[src/rtl/sort_req_scheduler.sv]
// sort_req_scheduler: round-robin arbiter feeding an in-order sorter, tagging each
// vector with its requester id so the sorted result can be routed back.
module sort_req_scheduler #(
  parameter int LOG_INPUT = 3,
  parameter int DATA_WIDTH = 4,
  parameter int MAX_OUTSTANDING = 4,
  localparam int W = (2 ** LOG_INPUT) * DATA_WIDTH,
  localparam int CW = $clog2(MAX_OUTSTANDING) + 1,
  localparam int PW = $clog2(MAX_OUTSTANDING)
) (
  input  logic          clk,
  input  logic          rst,
  input  logic          req0_valid,
  input  logic [W-1:0]  req0_data,
  output logic          req0_ready,
  input  logic          req1_valid,
  input  logic [W-1:0]  req1_data,
  output logic          req1_ready,
  output logic [W-1:0]  sort_x,
  output logic          sort_x_valid,
  input  logic [W-1:0]  sort_y,
  input  logic          sort_y_valid,
  output logic [W-1:0]  rsp_data,
  output logic          rsp0_valid,
  output logic          rsp1_valid,
  output logic [CW-1:0] outstanding,
  output logic          err_orphan
);
  logic          last_q, last_d;
  logic [CW-1:0] cnt_q, cnt_d;
  logic [PW-1:0] wr_q, wr_d, rd_q, rd_d;
  logic          tag_q [MAX_OUTSTANDING];
  logic [W-1:0]  x_q, x_d, y_q, y_d;
  logic          xv_q, xv_d, r0_q, r0_d, r1_q, r1_d, err_q, err_d;
  logic          room, g0, g1, acc0, acc1, acc, pop;
  assign room = rst && (cnt_q < CW'(MAX_OUTSTANDING));
  assign g0 = req0_valid && (!req1_valid || last_q);
  assign g1 = req1_valid && (!req0_valid || !last_q);
  assign req0_ready = g0 && room;
  assign req1_ready = g1 && room;
  assign acc0 = req0_valid && req0_ready;
  assign acc1 = req1_valid && req1_ready;
  assign acc = acc0 || acc1;
  // An empty tag FIFO is exactly a zero count, so orphans never pop.
  assign pop = sort_y_valid && (cnt_q != '0);
  always_comb begin
    last_d = acc ? acc1 : last_q;
    cnt_d = cnt_q + CW'(acc) - CW'(pop);
    wr_d = wr_q + PW'(acc);
    rd_d = rd_q + PW'(pop);
    x_d = acc0 ? req0_data : acc1 ? req1_data : x_q;
    xv_d = acc;
    y_d = pop ? sort_y : y_q;
    r0_d = pop && !tag_q[rd_q];
    r1_d = pop && tag_q[rd_q];
    err_d = err_q || (sort_y_valid && (cnt_q == '0));
  end
  always_ff @(posedge clk) begin
    if (!rst) begin
      last_q <= 1'b1;
      cnt_q <= '0;
      wr_q <= '0;
      rd_q <= '0;
      x_q <= '0;
      xv_q <= 1'b0;
      y_q <= '0;
      r0_q <= 1'b0;
      r1_q <= 1'b0;
      err_q <= 1'b0;
    end else begin
      last_q <= last_d;
      cnt_q <= cnt_d;
      wr_q <= wr_d;
      rd_q <= rd_d;
      x_q <= x_d;
      xv_q <= xv_d;
      y_q <= y_d;
      r0_q <= r0_d;
      r1_q <= r1_d;
      err_q <= err_d;
    end
  end
  always_ff @(posedge clk) begin
    if (acc) tag_q[wr_q] <= acc1;
  end
  assign sort_x = x_q;
  assign sort_x_valid = xv_q;
  assign rsp_data = y_q;
  assign rsp0_valid = r0_q;
  assign rsp1_valid = r1_q;
  assign outstanding = cnt_q;
  assign err_orphan = err_q;
endmodule
[config.mk]
export PLATFORM = sky130hd
export DESIGN_NAME = sort_req_scheduler
export DESIGN_NICKNAME = d
export VERILOG_FILES = /design/src/rtl/sort_req_scheduler.sv
export SDC_FILE = /design/constraint.sdc
export NUM_CORES = 1
export LEC_CHECK = 0
export BUFFER_PORTS_ARGS = -buffer_cell sky130_fd_sc_hd__buf_2
export CAP_MARGIN = 20
export CORE_MARGIN = 2
export CORE_UTILIZATION = 45
export DETAILED_ROUTE_END_ITERATION = 16
export GPL_TIMING_DRIVEN = 0
export PLACE_DENSITY = 0.82
export RECOVER_POWER = 25
export SYNTH_ARGS = -nofsm -noshare
export SYNTH_HDL_FRONTEND = slang
export SYNTH_SLANG_ARGS = --single-unit
[constraint.sdc]
create_clock -name clk -period 3.2 [get_ports clk]
set_clock_uncertainty 0.2 [all_clocks]
set_input_delay 0.64 -clock clk [delete_from_list [all_inputs] [get_ports clk]]
set_output_delay 0.64 -clock clk [all_outputs]
set_load 0.01 [all_outputs]
Word-level counts from Yosys, hierarchy flattened
Memories as Yosys holds them, arrays and structs flattened. A register that Yosys moved wholly into a read port is not among the register bits.
Cells that the tools add are included.
{ "word_totals": {"regBits": 76, "ramBits": 4, "mem_count": 1} }
{ "mem_list": {"columns": ["name", "words", "width", "rd", "rd_ports_with_merged_regs", "wr", "line", "rtl"], "rows": [
  ["tag_q", 4, 1, 1, 1, 1, "32", "logic tag_q [MAX_OUTSTANDING];"]
]} }
{ "classes": {"reduce_logical": 22, "add_sub_neg": 4, "order_cmp": 1, "n_mux": 5} }
{ "op_table": {"columns": ["op", "count"], "rows": [
  ["two-way mux 32 bit", 2],
  ["logical AND 1 bit", 11],
  ["adder 2 x 1 -> 2 bit", 2],
  ["zero test 1 bit", 4],
  ["logical OR 1 bit", 4],
  ["adder 3 x 1 -> 3 bit", 1],
  ["zero test 3 bit", 1],
  ["less-than comparator 3 bit (second input constant)", 1],
  ["nonzero test 3 bit", 1],
  ["subtractor 3 x 1 -> 3 bit", 1],
  ["two-way mux 1 bit", 2],
  ["two-way mux 2 bit", 1],
  ["nonzero test 2 bit", 1]
]} }

Depth between registers and ports, before layout
{ "depth": {"depth_word": 8, "ltp_mapped": 12, "ltp_nobuf": 10} }

Least setup slack after synthesis
OpenSTA, ideal clock, no wires.
{ "synth_path": {"kind": "in2reg", "from": "in req0_valid", "to": "reg cnt_q[2], in the netlist outstanding[2]", "required_ns": 2.922, "n_path_buf": 2, "slack_ns": 0.537, "setup_ns": 0.078, "arrival_ns": 2.385, "path_stages": 12, "path_cell_list": "buf_6 or2_1 buf_6 nand2_4 ha_1 inv_1 ha_1 inv_1 fa_1 xor2_1 and2_1 nor3_1"} }
{ "synth_between": {"elab_chain_len": 8, "elab_cells_between_ends": 11} }
{ "synth_rtl": {"columns": ["element", "line", "rtl"], "rows": [
  ["start: declaration", "13", "input logic req0_valid,"],
  ["zero test 1 bit", "38", "assign g1 = req1_valid && (!req0_valid || !last_q);"],
  ["logical OR 1 bit", "38", null],
  ["logical AND 1 bit", "38", null],
  ["logical AND 1 bit", "40", "assign req1_ready = g1 && room;"],
  ["logical AND 1 bit", "42", "assign acc1 = req1_valid && req1_ready;"],
  ["logical OR 1 bit *", "43", "assign acc = acc0 || acc1;"],
  ["adder 3 x 1 -> 3 bit *", "48", "cnt_d = cnt_q + CW'(acc) - CW'(pop);"],
  ["subtractor 3 x 1 -> 3 bit *", "48", null],
  ["end signal: assignment", "72", "cnt_q <= cnt_d;"],
  ["end: declaration", "30", "logic [CW-1:0] cnt_q, cnt_d;"]
]} }
Mark *: on every way between the ends. The rest lies on a longest branch, timed or not.
A chain may end at the register's enable or synchronous reset.

Worst setup path after layout
{ "layout_path": {"from": "reg cnt_q[1], in the netlist outstanding[1]", "to": "reg cnt_q[2], in the netlist outstanding[2]"} }
{ "layout_between": {"elab_cells_between_ends": 11} }
{ "layout_rtl": {"columns": ["element", "line", "rtl"], "rows": [
  ["nonzero test 3 bit", "45", "assign pop = sort_y_valid && (cnt_q != '0);"],
  ["logical AND 1 bit", "45", null],
  ["net pop", "35", "logic room, g0, g1, acc0, acc1, acc, pop;"],
  ["subtractor 3 x 1 -> 3 bit", "48", null]
]} }
The timed path passes the listed nets, and every way through them passes these cells.

==> run summary <==
The flow ran to the end, and the final reports show no timing, DRC or antenna violations. The endpoint required time on the critical path came out at ~3.3 ns. Max-cap violations in this run came to 0.

At the end of routability-driven placement, the weighted congestion stood at roughly 0.84. The synthesized area came out at 0.00344 mm2. The static power due to leakage is ~2 nW. The post-route fraction of the period consumed by the critical path is 0.902. STA puts the critical path data arrival time at 2.96 ns. The global-route wire length before repair is 15700 um.

After detailed routing, the average wire length per cell comes to 14.4 um. The first element of the critical path is outstanding[1]$_SDFF_PN0_. In this run the deepest clock path goes through 2 buffers. The maximum fanout encountered on the critical timing path is 11. Each instance of the synthesized netlist takes up on average 8.77 um2. The number of nets still failing antenna checks after routing is 0. The met1 wire length came out at around 4000 um. Post-CTS repair changed the size of 0 cells. Measured against its own limit, the worst slew margin works out to 0.656. The post-route DRC violation count came out at 0. After detailed routing, the number of vias per cell comes to approximately 5.3. The count of unique library cells instantiated by Yosys came out at 33. The overall global routing resource usage is 0.229. The number of global-route vias before repair is 3297. Counting every net in the synthesized netlist gives 498. The y dimension of the die came out at roughly 91 um.

The sort of element at the start of the critical path is a register. Including well taps, the total number of placed cells is 663. The worst slack at placement came out at approximately 0.09 ns. The number of placement rows came out at 31. The final routed wirelength across all metal layers came out at ~10000 um. The number of instances on the worst hold path came out at 2. The number of DRC markers after the initial detailed-route iteration came out at between 150 and 200. The core area is approximately 0.0073 mm2. The number of antenna violations at the first check in global routing is 0. The number of antenna diodes in the final layout is 0. The worst setup path is captured at a register. The ratio of total power to cell area is between 700 and 800 mW/mm2. The share of flip-flops with an asynchronous set or reset came out at 0. The die width is between 90 and 100 um. The number of synthesized flops with an enable pin is 4. The number of buffers added by the clock tree synthesis step is 9. The initial utilization of the core area, before any placement, comes to 0.469. The time the worst path needs with I/O delays and setup came out at approximately 2.9 ns.

The cell type with the highest aggregate area in the netlist is sky130_fd_sc_hd__dfxtp_1. Sorting the synthesized cells by area gives the leading types as sky130_fd_sc_hd__dfxtp_1 44%, sky130_fd_sc_hd__a21oi_1 9.7%, sky130_fd_sc_hd__a311oi_1 7.6%. The worst register-to-register path begins at outstanding[1]$_SDFF_PN0_. The clock latency on the worst-skew pair came out at 0.35 ns. Detailed routing placed a total of ~4600 um of wire on met2.

TritonCTS built the clock tree. The class of the most critical hold timing path is register to register. For this design the top-level I/O count stands at between 150 and 200.

The category of the most critical setup path is register to register. The fraction of final layout cells sized beyond drive strength 1 came out at 0.319. The number of filler instances in the final layout is ~660.

The tree is rooted in a sky130_fd_sc_hd__clkbuf_8. The number of buffers inserted to repair setup after CTS came out at 0. The number of iterations in the first detailed-routing pass came out at 4. The count of placed standard cells in the final layout, fillers left out came out at about 680.

The number of endpoints with negative hold slack in the final report came out at 0. The total setup violations reported at the end of the flow is 0. The H-tree was split into 3 levels.

The clock slew at the register clock pins of the worst setup and hold paths came out at 0.09 ns. The met3 routed wirelength is 971 um. The number of input and output port buffers inserted came out at 172. The area enclosed by the die boundary is around 0.0084 mm2. The area share of the largest cell type after synthesis is 0.442. The commonest cells after synthesis are 76 x sky130_fd_sc_hd__dfxtp_1, 67 x sky130_fd_sc_hd__a21oi_1, 65 x sky130_fd_sc_hd__nand2_1, 32 x sky130_fd_sc_hd__nand4_1, 30 x sky130_fd_sc_hd__a311oi_1. In the synthesized netlist the dominant register cell turns out to be sky130_fd_sc_hd__dfxtp_1. The slack of the critical path is 0.313 ns. Yosys printed 0 warnings. At the end of the flow, the number of nets in the layout was roughly 680.

The logic depth of the worst register-to-register path came out at 11. The critical path ends at outstanding[2]$_SDFF_PN0_. The measured slew at the worst slew-check pin is approximately 0.52 ns.

The maximum VDD drop is ~0.00026 V. By instance count, the leading cell after synthesis is sky130_fd_sc_hd__dfxtp_1. The topmost layer with routed signal wires is met4. For this run, the register share of the synthesized area comes to 0.477. The maximum number of pins on one net before global-route repair is 15. The post-route setup TNS is 0 ns.

Synthesis inferred 80 register bits. The final count of pins violating max slew came to 0. The number of hold buffers added after CTS was 0. The timing-limited maximum frequency came out at 346 MHz. The total half-perimeter wirelength after legalization and detailed placement came out at around 7500 um. The relative area change from synthesis to final layout is 33.5%. The detailed-route via count is 3631. The worst register-to-register path has a setup slack of ~0.31 ns. The cell count after synthesis came out at 392.

Setup repair after global routing left no endpoint under its margin. The number of clock sinks seen by CTS came out at 80. The worst flop-to-flop path endpoint is outstanding[2]$_SDFF_PN0_. The global route total overflow is 0.
## cells in the final DEF (no fill, tap or decap), types with 2 or more instances in the layout
cell                         n
sky130_fd_sc_hd__a21oi_1    67
sky130_fd_sc_hd__a311oi_1   30
sky130_fd_sc_hd__a311oi_2    2
sky130_fd_sc_hd__and2_1      4
sky130_fd_sc_hd__and2b_1     2
sky130_fd_sc_hd__and3_1      2
sky130_fd_sc_hd__buf_2     151
sky130_fd_sc_hd__buf_4       3
sky130_fd_sc_hd__buf_6       9
sky130_fd_sc_hd__clkbuf_1   50
sky130_fd_sc_hd__clkbuf_8   11
sky130_fd_sc_hd__clkinv_4    2
sky130_fd_sc_hd__dfxtp_1    76
sky130_fd_sc_hd__edfxtp_1    4
sky130_fd_sc_hd__ha_1        4
sky130_fd_sc_hd__inv_1       4
sky130_fd_sc_hd__inv_2       2
sky130_fd_sc_hd__nand2_1    66
sky130_fd_sc_hd__nand2b_1    2
sky130_fd_sc_hd__nand4_1    32
sky130_fd_sc_hd__nor2_1      7
sky130_fd_sc_hd__nor3_1      4
sky130_fd_sc_hd__nor3b_1     2
sky130_fd_sc_hd__o21ai_0    15
sky130_fd_sc_hd__o21ai_1    17
sky130_fd_sc_hd__xnor2_1     2
## flip-flops by register name, summed over array words and instances (netlist names), 2 cells and up
| register | count |
|---|---|
| rsp_data | 32 |
| sort_x | 32 |
| tag_q | 4 |
| outstanding | 3 |
| rd_q | 2 |
| wr_q | 2 |
## worst min-delay path by stage
stage,start,endpoint,slack [ns]
CTS,rsp_data[31]$_SDFFE_PN0P_,rsp_data[31]$_SDFFE_PN0P_,0.26
finish,rsp_data[29]$_SDFFE_PN0P_,rsp_data[29]$_SDFFE_PN0P_,0.26
global route,rsp_data[31]$_SDFFE_PN0P_,rsp_data[31]$_SDFFE_PN0P_,0.27
global placement,rsp_data[19]$_SDFFE_PN0P_,rsp_data[19]$_SDFFE_PN0P_,0.24
floorplan,rsp_data[0]$_SDFFE_PN0P_,rsp_data[0]$_SDFFE_PN0P_,0.28
detailed placement,rsp_data[29]$_SDFFE_PN0P_,rsp_data[29]$_SDFFE_PN0P_,0.24
## stage by stage
step           hold slack (ns)  power [mW]  area, um2  utilization
6_report                 0.256        3.27       4590        0.626
5_1_grt                  0.271        3.51       4590        0.626
4_1_cts                  0.257        3.32       4630        0.632
3_5_place_dp             0.244        2.57       4420        0.604
3_3_place_gp             0.239        2.53       4420        0.604
2_1_floorplan            0.281        2.14       3440            -
## where the power goes
| part | switching (mW) | internal (mW) |
|---|---|---|
| clock network | 0.378 | 0.377 |
| registers | 0.118 | 1.20 |
| logic | 0.709 | 0.491 |
| total | 1.20 | 2.07 |
## cell type report
type | instances | area (um2) | share of cell area
inverters | 6 | 22.5 | 0.00490
plain buffers | 41 | 240 | 0.0523
clock inverters | 4 | 33.8 | 0.00736
repair buffers | 172 | 827 | 0.180
well taps | 99 | 124 | 0.0270
flip-flops and latches | 80 | 1640 | 0.357
clock buffers | 12 | 176 | 0.0384
multi-input cells | 265 | 1530 | 0.332
## kinds of logic after synthesis
group	count (synthesis)	share of synthesized area
AO/OA/AOI/OAI	133	0.238
adder cells (fa/ha/maj)	5	0.0204
XOR/XNOR	3	0.00764
AND/OR/NAND/NOR	123	0.174
flip-flops	80	0.477
multiplexers	1	0.00655
buffers and inverters	47	0.0764
## critical path, stage by stage, from the launching register on
cell                       delay, ns
sky130_fd_sc_hd__dfxtp_1        0.39
sky130_fd_sc_hd__o31ai_4        0.40
sky130_fd_sc_hd__inv_2          0.12
sky130_fd_sc_hd__clkbuf_1       0.28
sky130_fd_sc_hd__ha_1           0.35
sky130_fd_sc_hd__inv_1          0.05
sky130_fd_sc_hd__ha_1           0.14
sky130_fd_sc_hd__inv_1          0.05
sky130_fd_sc_hd__fa_1           0.37
sky130_fd_sc_hd__xor2_1         0.16
sky130_fd_sc_hd__and2_1         0.16
sky130_fd_sc_hd__nor3_1         0.14
## per-layer routing
layer	global-route usage	vias up
met2	0.385	171
met5	0	-
met4	0.0758	0
met3	0.0614	12
met1	0.285	1655
li1	-	1793
No activity file was read; power rests on OpenSTA's default activity.
